### config.mk
export PLATFORM = sky130hd
export DESIGN_NAME = vram_arbiter_flat
export DESIGN_NICKNAME = d
export VERILOG_FILES = /design/src/rtl/vram_pkg.sv /design/src/rtl/vram_arbiter_if.sv /design/src/rtl/vram_cmd_fifo.sv /design/src/rtl/vram_arbiter.sv /design/src/flat_wrapper.sv
export SDC_FILE = /design/constraint.sdc
export NUM_CORES = 1
export LEC_CHECK = 0
export BUFFER_PORTS_ARGS = -buffer_cell sky130_fd_sc_hd__buf_2
export CAP_MARGIN = 20
export CELL_PAD_IN_SITES_DETAIL_PLACEMENT = 1
export CELL_PAD_IN_SITES_GLOBAL_PLACEMENT = 1
export CORE_MARGIN = 4
export CORE_UTILIZATION = 40
export DETAILED_ROUTE_END_ITERATION = 7
export PLACE_DENSITY_LB_ADDON = 0.2
export SLEW_MARGIN = 20
export SYNTH_ARGS = -nofsm -noshare
export SYNTH_HDL_FRONTEND = slang
export SYNTH_SLANG_ARGS = --single-unit
### constraint.sdc
create_clock -name pllclk -period 2.6 [get_ports pllclk]
set_clock_uncertainty 0.1 [all_clocks]
set_input_delay 0.52 -clock pllclk [delete_from_list [all_inputs] [get_ports pllclk]]
set_output_delay 0.52 -clock pllclk [all_outputs]
set_load 0.1 [all_outputs]
### src/rtl/vram_pkg.sv
// Shared encodings for the VRAM arbiter: host command opcodes, read-return
// tags and the default bus widths.
package vram_pkg;

  localparam int VRAM_ADDR_W = 16;
  localparam int VRAM_DATA_W = 8;

  typedef enum logic {
    OP_RD = 1'b0,
    OP_WR = 1'b1
  } op_e;

  // Which requester a read issued to the VRAM belongs to.
  typedef enum logic [1:0] {
    TAG_NONE  = 2'd0,
    TAG_FETCH = 2'd1,
    TAG_HOST  = 2'd2
  } tag_e;

  typedef enum logic [1:0] {
    ISSUE_IDLE  = 2'd0,
    ISSUE_FETCH = 2'd1,
    ISSUE_HOST  = 2'd2
  } issue_e;

  function automatic tag_e issue_tag(input issue_e issue, input op_e op);
    tag_e tag;
    tag = TAG_NONE;
    if (issue == ISSUE_FETCH) begin
      tag = TAG_FETCH;
    end else if (issue == ISSUE_HOST && op == OP_RD) begin
      tag = TAG_HOST;
    end
    return tag;
  endfunction

endpackage

### src/rtl/vram_arbiter_if.sv
// Bundle of the display-fetch, host-command and VRAM-macro signals of the arbiter.
// master: display/host/memory side; slave: the arbiter itself.
interface vram_arbiter_if
  import vram_pkg::*;
#(
  parameter int ADDR_W = VRAM_ADDR_W,
  parameter int DATA_W = VRAM_DATA_W
);

  logic              pix_tick;
  logic              fetch_req;
  logic [ADDR_W-1:0] fetch_addr;
  logic [DATA_W-1:0] fetch_data;
  logic              fetch_valid;

  logic              host_wr;
  logic              host_rd;
  logic [ADDR_W-1:0] host_addr;
  logic [DATA_W-1:0] host_wdata;
  logic              host_full;
  logic [DATA_W-1:0] host_rdata;
  logic              host_rvalid;
  logic              host_ovf;

  logic [ADDR_W-1:0] mem_addr;
  logic [DATA_W-1:0] mem_wdata;
  logic              mem_we;
  logic              mem_re;
  logic [DATA_W-1:0] mem_rdata;

  modport master (
    output pix_tick, fetch_req, fetch_addr,
    input  fetch_data, fetch_valid,
    output host_wr, host_rd, host_addr, host_wdata,
    input  host_full, host_rdata, host_rvalid, host_ovf,
    input  mem_addr, mem_wdata, mem_we, mem_re,
    output mem_rdata
  );

  modport slave (
    input  pix_tick, fetch_req, fetch_addr,
    output fetch_data, fetch_valid,
    input  host_wr, host_rd, host_addr, host_wdata,
    output host_full, host_rdata, host_rvalid, host_ovf,
    output mem_addr, mem_wdata, mem_we, mem_re,
    input  mem_rdata
  );

endinterface

### src/rtl/vram_cmd_fifo.sv
// Host command FIFO for the VRAM arbiter; a push while full is only taken
// when a pop frees an entry in the same cycle.
module vram_cmd_fifo #(
  parameter int WIDTH = 25,
  parameter int DEPTH = 4
) (
  input  logic                   pllclk,
  input  logic                   rst_n,
  input  logic                   push,
  input  logic                   pop,
  input  logic [WIDTH-1:0]       din,
  output logic [WIDTH-1:0]       dout,
  output logic                   full,
  output logic                   empty,
  output logic [$clog2(DEPTH):0] count
);

  localparam int PTR_W = $clog2(DEPTH);
  localparam int CNT_W = PTR_W + 1;

  logic [WIDTH-1:0] store [DEPTH];
  logic [PTR_W-1:0] wr_ptr;
  logic [PTR_W-1:0] rd_ptr;
  logic             do_push;
  logic             do_pop;

  assign full    = (count == CNT_W'(DEPTH));
  assign empty   = (count == '0);
  assign do_pop  = pop && !empty;
  assign do_push = push && (!full || do_pop);
  assign dout    = store[rd_ptr];

  // Pointers wrap naturally because DEPTH is a power of two.
  always_ff @(posedge pllclk or negedge rst_n) begin
    if (!rst_n) begin
      wr_ptr <= '0;
      rd_ptr <= '0;
      count  <= '0;
    end else begin
      if (do_push) begin
        wr_ptr <= wr_ptr + 1'b1;
      end
      if (do_pop) begin
        rd_ptr <= rd_ptr + 1'b1;
      end
      case ({do_push, do_pop})
        2'b10:   count <= count + 1'b1;
        2'b01:   count <= count - 1'b1;
        default: count <= count;
      endcase
    end
  end

  always_ff @(posedge pllclk) begin
    if (do_push) begin
      store[wr_ptr] <= din;
    end
  end

endmodule

### src/rtl/vram_arbiter.sv
// Single-port VRAM arbiter: display fetch owns the cycle after each pix_tick,
// queued host commands fill the rest. Optional stall counter: VRAM_ARB_STATS_EN.
module vram_arbiter
  import vram_pkg::*;
#(
  parameter int ADDR_W     = VRAM_ADDR_W,
  parameter int DATA_W     = VRAM_DATA_W,
  parameter int FIFO_DEPTH = 4
) (
  input  logic        pllclk,
  input  logic        rst_n,
  vram_arbiter_if.slave bus
`ifdef VRAM_ARB_STATS_EN
  ,
  input  logic        stall_clr,
  output logic [15:0] stall_cnt
`endif
);

  localparam int CMD_W = 1 + ADDR_W + DATA_W;
  localparam int CNT_W = $clog2(FIFO_DEPTH) + 1;

  logic              fetch_slot;
  logic              push_req;
  issue_e            issue;
  logic              fifo_pop;
  logic              fifo_full;
  logic              fifo_empty;
  logic [CNT_W-1:0]  fifo_count;
  logic [CMD_W-1:0]  cmd_in;
  logic [CMD_W-1:0]  head;
  op_e               cmd_op;
  op_e               head_op;
  logic [ADDR_W-1:0] head_addr;
  logic [DATA_W-1:0] head_data;

  logic [ADDR_W-1:0] mem_addr_q;
  logic [DATA_W-1:0] mem_wdata_q;
  logic              mem_we_q;
  logic              mem_re_q;
  tag_e              tag_issue_q;
  tag_e              tag_data_q;

  logic [DATA_W-1:0] fetch_data_q;
  logic              fetch_valid_q;
  logic [DATA_W-1:0] host_rdata_q;
  logic              host_rvalid_q;
  logic              host_ovf_q;

  assign fetch_slot = bus.pix_tick && bus.fetch_req;
  assign push_req   = bus.host_wr || bus.host_rd;
  assign cmd_op     = bus.host_wr ? OP_WR : OP_RD;
  assign cmd_in     = {cmd_op, bus.host_addr, bus.host_wdata};
  assign head_op    = op_e'(head[CMD_W-1]);
  assign head_addr  = head[CMD_W-2 -: ADDR_W];
  assign head_data  = head[DATA_W-1:0];

  vram_cmd_fifo #(
    .WIDTH (CMD_W),
    .DEPTH (FIFO_DEPTH)
  ) u_cmd_fifo (
    .pllclk (pllclk),
    .rst_n  (rst_n),
    .push   (push_req),
    .pop    (fifo_pop),
    .din    (cmd_in),
    .dout   (head),
    .full   (fifo_full),
    .empty  (fifo_empty),
    .count  (fifo_count)
  );

  // The decision taken this cycle is what the registered memory port shows
  // next cycle, so a tick always claims the cycle right after it.
  always_comb begin
    issue = ISSUE_IDLE;
    if (fetch_slot) begin
      issue = ISSUE_FETCH;
    end else if (!fifo_empty) begin
      issue = ISSUE_HOST;
    end
  end

  assign fifo_pop = (issue == ISSUE_HOST);

  always_ff @(posedge pllclk or negedge rst_n) begin
    if (!rst_n) begin
      mem_addr_q  <= '0;
      mem_wdata_q <= '0;
      mem_we_q    <= 1'b0;
      mem_re_q    <= 1'b0;
      tag_issue_q <= TAG_NONE;
    end else begin
      tag_issue_q <= issue_tag(issue, head_op);
      case (issue)
        ISSUE_FETCH: begin
          mem_addr_q <= bus.fetch_addr;
          mem_we_q   <= 1'b0;
          mem_re_q   <= 1'b1;
        end
        ISSUE_HOST: begin
          mem_addr_q  <= head_addr;
          mem_wdata_q <= head_data;
          mem_we_q    <= (head_op == OP_WR);
          mem_re_q    <= (head_op == OP_RD);
        end
        default: begin
          mem_we_q <= 1'b0;
          mem_re_q <= 1'b0;
        end
      endcase
    end
  end

  // Tags ride alongside the VRAM read latency so each return goes to its owner.
  always_ff @(posedge pllclk or negedge rst_n) begin
    if (!rst_n) begin
      tag_data_q    <= TAG_NONE;
      fetch_data_q  <= '0;
      fetch_valid_q <= 1'b0;
      host_rdata_q  <= '0;
      host_rvalid_q <= 1'b0;
    end else begin
      tag_data_q    <= tag_issue_q;
      fetch_valid_q <= (tag_data_q == TAG_FETCH);
      host_rvalid_q <= (tag_data_q == TAG_HOST);
      if (tag_data_q == TAG_FETCH) begin
        fetch_data_q <= bus.mem_rdata;
      end
      if (tag_data_q == TAG_HOST) begin
        host_rdata_q <= bus.mem_rdata;
      end
    end
  end

  always_ff @(posedge pllclk or negedge rst_n) begin
    if (!rst_n) begin
      host_ovf_q <= 1'b0;
    end else if (push_req && fifo_full && !fifo_pop) begin
      host_ovf_q <= 1'b1;
    end
  end

`ifdef VRAM_ARB_STATS_EN
  always_ff @(posedge pllclk or negedge rst_n) begin
    if (!rst_n) begin
      stall_cnt <= '0;
    end else if (stall_clr) begin
      stall_cnt <= '0;
    end else if (fetch_slot && !fifo_empty && stall_cnt != 16'hFFFF) begin
      stall_cnt <= stall_cnt + 16'd1;
    end
  end
`endif

  assign bus.mem_addr    = mem_addr_q;
  assign bus.mem_wdata   = mem_wdata_q;
  assign bus.mem_we      = mem_we_q;
  assign bus.mem_re      = mem_re_q;
  assign bus.fetch_data  = fetch_data_q;
  assign bus.fetch_valid = fetch_valid_q;
  assign bus.host_rdata  = host_rdata_q;
  assign bus.host_rvalid = host_rvalid_q;
  assign bus.host_ovf    = host_ovf_q;
  assign bus.host_full   = (fifo_count == CNT_W'(FIFO_DEPTH));

endmodule

### src/flat_wrapper.sv
// flat-port wrapper written by rule: the top's interface ports become plain ports
module vram_arbiter_flat import vram_pkg::*;
#(
  parameter int ADDR_W     = VRAM_ADDR_W,
  parameter int DATA_W     = VRAM_DATA_W,
  parameter int FIFO_DEPTH = 4
)
  (pllclk, rst_n, bus_pix_tick, bus_fetch_req, bus_fetch_addr, bus_fetch_data, bus_fetch_valid, bus_host_wr, bus_host_rd, bus_host_addr, bus_host_wdata, bus_host_full, bus_host_rdata, bus_host_rvalid, bus_host_ovf, bus_mem_addr, bus_mem_wdata, bus_mem_we, bus_mem_re, bus_mem_rdata);
  vram_arbiter_if #(.ADDR_W(ADDR_W), .DATA_W(DATA_W)) bus_i ();
  input  logic pllclk;
  input  logic rst_n;
  input wire logic [$bits(bus_i.pix_tick)-1:0] bus_pix_tick;
  input wire logic [$bits(bus_i.fetch_req)-1:0] bus_fetch_req;
  input wire logic [$bits(bus_i.fetch_addr)-1:0] bus_fetch_addr;
  output wire logic [$bits(bus_i.fetch_data)-1:0] bus_fetch_data;
  output wire logic [$bits(bus_i.fetch_valid)-1:0] bus_fetch_valid;
  input wire logic [$bits(bus_i.host_wr)-1:0] bus_host_wr;
  input wire logic [$bits(bus_i.host_rd)-1:0] bus_host_rd;
  input wire logic [$bits(bus_i.host_addr)-1:0] bus_host_addr;
  input wire logic [$bits(bus_i.host_wdata)-1:0] bus_host_wdata;
  output wire logic [$bits(bus_i.host_full)-1:0] bus_host_full;
  output wire logic [$bits(bus_i.host_rdata)-1:0] bus_host_rdata;
  output wire logic [$bits(bus_i.host_rvalid)-1:0] bus_host_rvalid;
  output wire logic [$bits(bus_i.host_ovf)-1:0] bus_host_ovf;
  output wire logic [$bits(bus_i.mem_addr)-1:0] bus_mem_addr;
  output wire logic [$bits(bus_i.mem_wdata)-1:0] bus_mem_wdata;
  output wire logic [$bits(bus_i.mem_we)-1:0] bus_mem_we;
  output wire logic [$bits(bus_i.mem_re)-1:0] bus_mem_re;
  input wire logic [$bits(bus_i.mem_rdata)-1:0] bus_mem_rdata;
  assign bus_i.pix_tick = bus_pix_tick;
  assign bus_i.fetch_req = bus_fetch_req;
  assign bus_i.fetch_addr = bus_fetch_addr;
  assign bus_fetch_data = bus_i.fetch_data;
  assign bus_fetch_valid = bus_i.fetch_valid;
  assign bus_i.host_wr = bus_host_wr;
  assign bus_i.host_rd = bus_host_rd;
  assign bus_i.host_addr = bus_host_addr;
  assign bus_i.host_wdata = bus_host_wdata;
  assign bus_host_full = bus_i.host_full;
  assign bus_host_rdata = bus_i.host_rdata;
  assign bus_host_rvalid = bus_i.host_rvalid;
  assign bus_host_ovf = bus_i.host_ovf;
  assign bus_mem_addr = bus_i.mem_addr;
  assign bus_mem_wdata = bus_i.mem_wdata;
  assign bus_mem_we = bus_i.mem_we;
  assign bus_mem_re = bus_i.mem_re;
  assign bus_i.mem_rdata = bus_mem_rdata;
  vram_arbiter #(.ADDR_W(ADDR_W), .DATA_W(DATA_W), .FIFO_DEPTH(FIFO_DEPTH)) u_core (.pllclk(pllclk), .rst_n(rst_n), .bus(bus_i));
endmodule
=== Yosys cells after proc, flatten, opt, wreduce, memory -nomap -nowiden ===
Memories as Yosys holds them, arrays and structs flattened.
Index checks and enable logic that the tools add are counted.

* Add/sub/neg operators: 4
* Equal/unequal tests: 7
* Multiplexer cells: 11
* Bitwise gates (word level): 1
* Reductions and logical operators: 14

{| class="wikitable"
|+ Operators by type and width
! cell !! number
|-
| case mux 16 bit (2 select lines) || 1
|-
| two-way mux 2 bit || 4
|-
| == test 2 x 1 -> 1 bit, second input constant || 3
|-
| == test 2 bit, second input constant || 3
|-
| logical AND 1 bit || 6
|-
| case mux 3 bit (2 select lines) || 1
|-
| adder 2 x 1 -> 2 bit, second input constant || 2
|-
| two-way mux 1 bit || 4
|-
| nonzero test 2 bit || 2
|-
| adder 3 x 1 -> 3 bit, second input constant || 1
|-
| == test 3 bit, second input constant || 1
|-
| zero test 1 bit || 3
|-
| zero test 3 bit || 1
|-
| subtractor 3 x 1 -> 3 bit, second input constant || 1
|-
| logical OR 1 bit || 2
|-
| case mux 1 bit (2 select lines) || 1
|-
| inverter 1 bit || 1
|}

* Register bits after elaboration: 56
* Bits in writable memories: 100
* Output and inout port bits: 46
* Memories kept: 1

{| class="wikitable"
|+ Memory list
! memory !! words !! width !! read ports !! clocked after memory_dff !! wr ports !! line !! text
|-
| u_core.u_cmd_fifo.store || 4 || 25 || 1 || 0 || 1 || vram_cmd_fifo.sv:21 || <nowiki>logic [WIDTH-1:0] store [DEPTH];</nowiki>
|}

=== Longest topological paths before layout ===
* Word-level depth: 9
* Mapped depth: 8
* Mapped depth without buffers: 7

=== Cells and area by module ===
A second synthesis with hierarchy kept.

* Cells, all modules: 313
* Area, all modules: 6099.6 µm²

{| class="wikitable"
|+ By module, submodules not included
! module !! times used !! cells each !! area an instance (µm²)
|-
| vram_cmd_fifo || 1 || 169 || 4037.6
|-
| vram_arbiter || 1 || 144 || 2062.0
|}

=== Least setup slack after synthesis ===
Ideal clock, no wire load.

* Path kind: flip-flop to flip-flop
* Start point: reg u_core.u_cmd_fifo.count[0]
* End point: mem u_core.u_cmd_fifo.store[0][0] (enable)
* Arrival time: 2.700 ns
* Required time: 2.133 ns
* Path slack: -0.567 ns
* Cell stages (with the launch flop): 5
* Buffers on the path: 1
* Path through: dfrtp_1 > buf_2 > nor3b_2 > a21oi_1 > and2_1

* Elaborated cells between the ends (all ways): 12
* Classes of those cells: eq/ne: 2; mux: 4; reduce/logical: 6

{| class="wikitable"
|+ RTL lines
! what !! line !! text
|-
| from (decl) || vram_cmd_fifo.sv:15 || <nowiki>output logic [$clog2(DEPTH):0] count</nowiki>
|-
| from (signal assigned) || vram_cmd_fifo.sv:47 || <nowiki>2'b10: count <= count + 1'b1;</nowiki>
|-
| from (signal assigned) || vram_cmd_fifo.sv:48 || <nowiki>2'b01: count <= count - 1'b1;</nowiki>
|-
| from (signal assigned) || vram_cmd_fifo.sv:49 || <nowiki>default: count <= count;</nowiki>
|-
| == test 3 bit || - ||
|-
| named net bus_host_full || flat_wrapper.sv:21 || <nowiki>output wire logic [$bits(bus_i.host_full)-1:0] bus_host_full;</nowiki>
|-
| zero test 1 bit || vram_cmd_fifo.sv:30 || <nowiki>assign do_push = push && (!full || do_pop);</nowiki>
|-
| logical OR 1 bit || vram_cmd_fifo.sv:30 ||
|-
| logical AND 1 bit || vram_cmd_fifo.sv:30 ||
|-
| two-way mux 1 bit || vram_cmd_fifo.sv:55 || <nowiki>if (do_push) begin</nowiki>
|-
| two-way mux 1 bit (implied by the code) || vram_cmd_fifo.sv:56 || <nowiki>store[wr_ptr] <= din;</nowiki>
|-
| to (decl) || vram_cmd_fifo.sv:21 ||
|}

The timed path passes the listed nets, and every way through them passes these cells.

=== Worst setup path after layout ===
* Start point: reg u_core.u_cmd_fifo.count[2]
* End point: out bus_host_full

* Cells in the longest elaborated chain, start to end: 1

{| class="wikitable"
|+ RTL lines
! what !! line !! text
|-
| == test 3 bit || vram_arbiter.sv:165 || <nowiki>assign bus.host_full = (fifo_count == CNT_W'(FIFO_DEPTH));</nowiki>
|-
| to (decl) || flat_wrapper.sv:21 ||
|}

No other way between the ends.

==> flow_summary.yaml <==
finish:
  drive_gt1_share_pct: 42.1
  area_delta_synth_final_pct: 21.9
  fin_nets: 500
  n_antenna_cell: 0
  layout_common_cells: "edfxtp_1 (100), buf_2 (99), dfrtp_1 (55)"
  n_fill_cell: 1399
  mostFrequentLayoutCell: "edfxtp_1"
routing:
  wl_um: 12400
  drt_iter0_drc: 168
  dr.max_layer_used: "met4"
  wl_per_cell_um: 19.4
  dr_wl_met2_um: 6130
  drt.antenna.violating_nets: 0
  via_per_inst: 5.11
  vias: 3263
  wl_met3_um: 594
  m1WireLength_um: 5410
  dr.pass1.iters: 4
  route.detailed.drc: 0
setup_path:
  reg2reg_to: "u_core.u_cmd_fifo.count[1]"
  end_kind: "primary output"
  crit_path_end: "bus_host_full"
  r2r_slack_ps: 340
  worstPathMaxFanout: 8
  cp-startpoint: "u_core.u_cmd_fifo.count[2]"
  r2r-start: "u_core.u_cmd_fifo.count[0]"
  required_ps: 1980
  ff2ff_path_depth: 5
  crit_arrival_ps: 1740
  crit_type: "flop to primary output"
  crit_path_start_kind: "flop"
sta:
  setup_violations: 0
  fmax_mhz: 423
  min_period_ps: 2360
  tightest_slew_ps: 838
  rsz0062_at_grt: "no"
  maxSlewHeadroom_pct: 44.0
  finalCritPeriodShare_pct: 90.9
  tns_ps: 0
  hold_viol: 0
  worst_slack_ps: 236
  finalMaxSlewViolations: 0
logic_synthesis:
  yosys_warnings: 0
  syn_nets: 384
  synth_edf_count: 100
  syn_inst: 325
  ys_top_cells_by_area: "edfxtp_1 (49%), dfrtp_1 (23%), mux4_1 (5.6%)"
  netlist_area_sq_um: 6080
  postSynthAreaPerCell_sq_um: 18.7
  synth_seq_area_share_pct: 72.4
  synth_top_area_cell: "edfxtp_1"
  yosys.cell_types.count: 40
  synth_top_area_share_pct: 49.4
  synth_ff_type: "edfxtp_1"
  synth-seq-cells: 156
  synth-async-reset-ratio_pct: 35.9
grt:
  antenna_found_initial: 0
  grt_start_max_net_pins: 33
  gr-total-overflow: 0
  grt_pass1_vias: 3647
  grt_pass1_wl_um: 20300
  grt_util_all_layers_pct: 15.4
floorplan:
  die_h_um: 131
  initial_utilization_pct: 41.4
  die_area_sq_um: 17200
  io_pins: 100
  rows: 44
  coreArea_sq_um: 14700
  die_w_um: 131
placed_design:
  port_buffers: 99
  dp_hpwl_um: 8210
  dpl_worst_slack_ps: 129
  gp_congestion: 0.710
worst_hold_path:
  holdCritPathClass: "input port to async pin"
clocking:
  cts_root_buffer: "clkbuf_16"
  path_clk_slew_ps: 60
  cts_resized: 0
  insertion_delay_ps: 420
  cts_setup_buffers: 0
  clock_path_buffers: 2
  cts_sinks: 156
  cts_tree: "done"
  cts_hold_buf: 0
  htree_num_levels: 4
  cts_buffers: 17
outcome:
  status: "complete, no violations"
job:
  drv_cap: 0
==> logic make-up after synthesis <==
kind of cell / share of synthesized area, %
compound gates: 5.93
xor+xnor: 0.432
fa+ha+maj: 1.15
buf+inv: 3.15
flops: 72.4
mux: 14.7
simple gates: 2.20
==> worst min path at each step <==
stage / start / end / slack (ps)
2_1_floorplan: rst_n / u_core.bus.fetch_data[0] / 120
3_3_place_gp: u_core.tag_issue_q[1] / u_core.tag_data_q[1] / 230
3_5_place_dp: u_core.tag_issue_q[1] / u_core.tag_data_q[1] / 240
4_1_cts: rst_n / u_core.bus.mem_wdata[4] / 130
5_1_grt: rst_n / u_core.bus.mem_wdata[4] / 180
6_report: rst_n / u_core.bus.mem_wdata[4] / 110
==> layout make-up <==
cell class / instances / area [sq um] / area share (%)
inverters: 22 / 82.6 / 1.11
multi-input cells: 131 / 1510 / 20.4
well taps: 184 / 230 / 3.11
repair buffers: 113 / 638 / 8.61
flip-flops and latches: 156 / 4410 / 59.4
clock buffers: 20 / 447 / 6.03
clock inverters: 12 / 100 / 1.35
==> metal layers <==
metal	vias to the layer above	track usage [%]
met2	86	24.8
met1	1657	19.7
li1	1502	-
met3	18	4.74
met5	-	0
met4	0	6.42
==> through the flow <==
| stage | util (%) | cells | instance area (sq um) | hold slack, ps |
|---|---|---|---|---|
| after detailed placement | 46.7 | 606 | 6870 | 241 |
| after floorplan | - | 325 | 6090 | 124 |
| final | 50.4 | 638 | 7410 | 110 |
| after global placement | 46.7 | 606 | 6870 | 232 |
| after global routing | 50.4 | 638 | 7410 | 176 |
| after CTS | 50.4 | 638 | 7410 | 129 |
==> worst max-delay path, stage by stage (launching register included) <==
cell and delay, ps:
dfrtp_1 550, nor3b_4 290, buf_2 480
==> state kept, by name (all words and copies together) (netlist names) <==
register and flops:
u_core.bus.fetch_data 8, u_core.bus.fetch_valid 1, u_core.bus.host_ovf 1, u_core.bus.host_rdata 8, u_core.bus.host_rvalid 1, u_core.bus.mem_addr 16
u_core.bus.mem_re 1, u_core.bus.mem_wdata 8, u_core.bus.mem_we 1, u_core.tag_data_q 2, u_core.tag_issue_q 2, u_core.u_cmd_fifo.count 3
u_core.u_cmd_fifo.rd_ptr 2, u_core.u_cmd_fifo.store 100, u_core.u_cmd_fifo.wr_ptr 2
==> synthesized netlist by cell type (all sizes together) (2+ instances only) <==
cell type,number
edfxtp,100
dfrtp,56
mux2,25
mux4,25
inv,22
o21ai,18
a22oi,16
buf,13
and2,4
ha,4
a21oi,3
clkbuf,3
nor2,3
nor2b,3
xnor2,3
nand2b,2
nor3,2
o211ai,2
o31ai,2
or2,2
or3,2
Power is left out: the tool's default activity adds up to more than one toggle a clock period on the data nets, which glitch-free logic cannot reach.
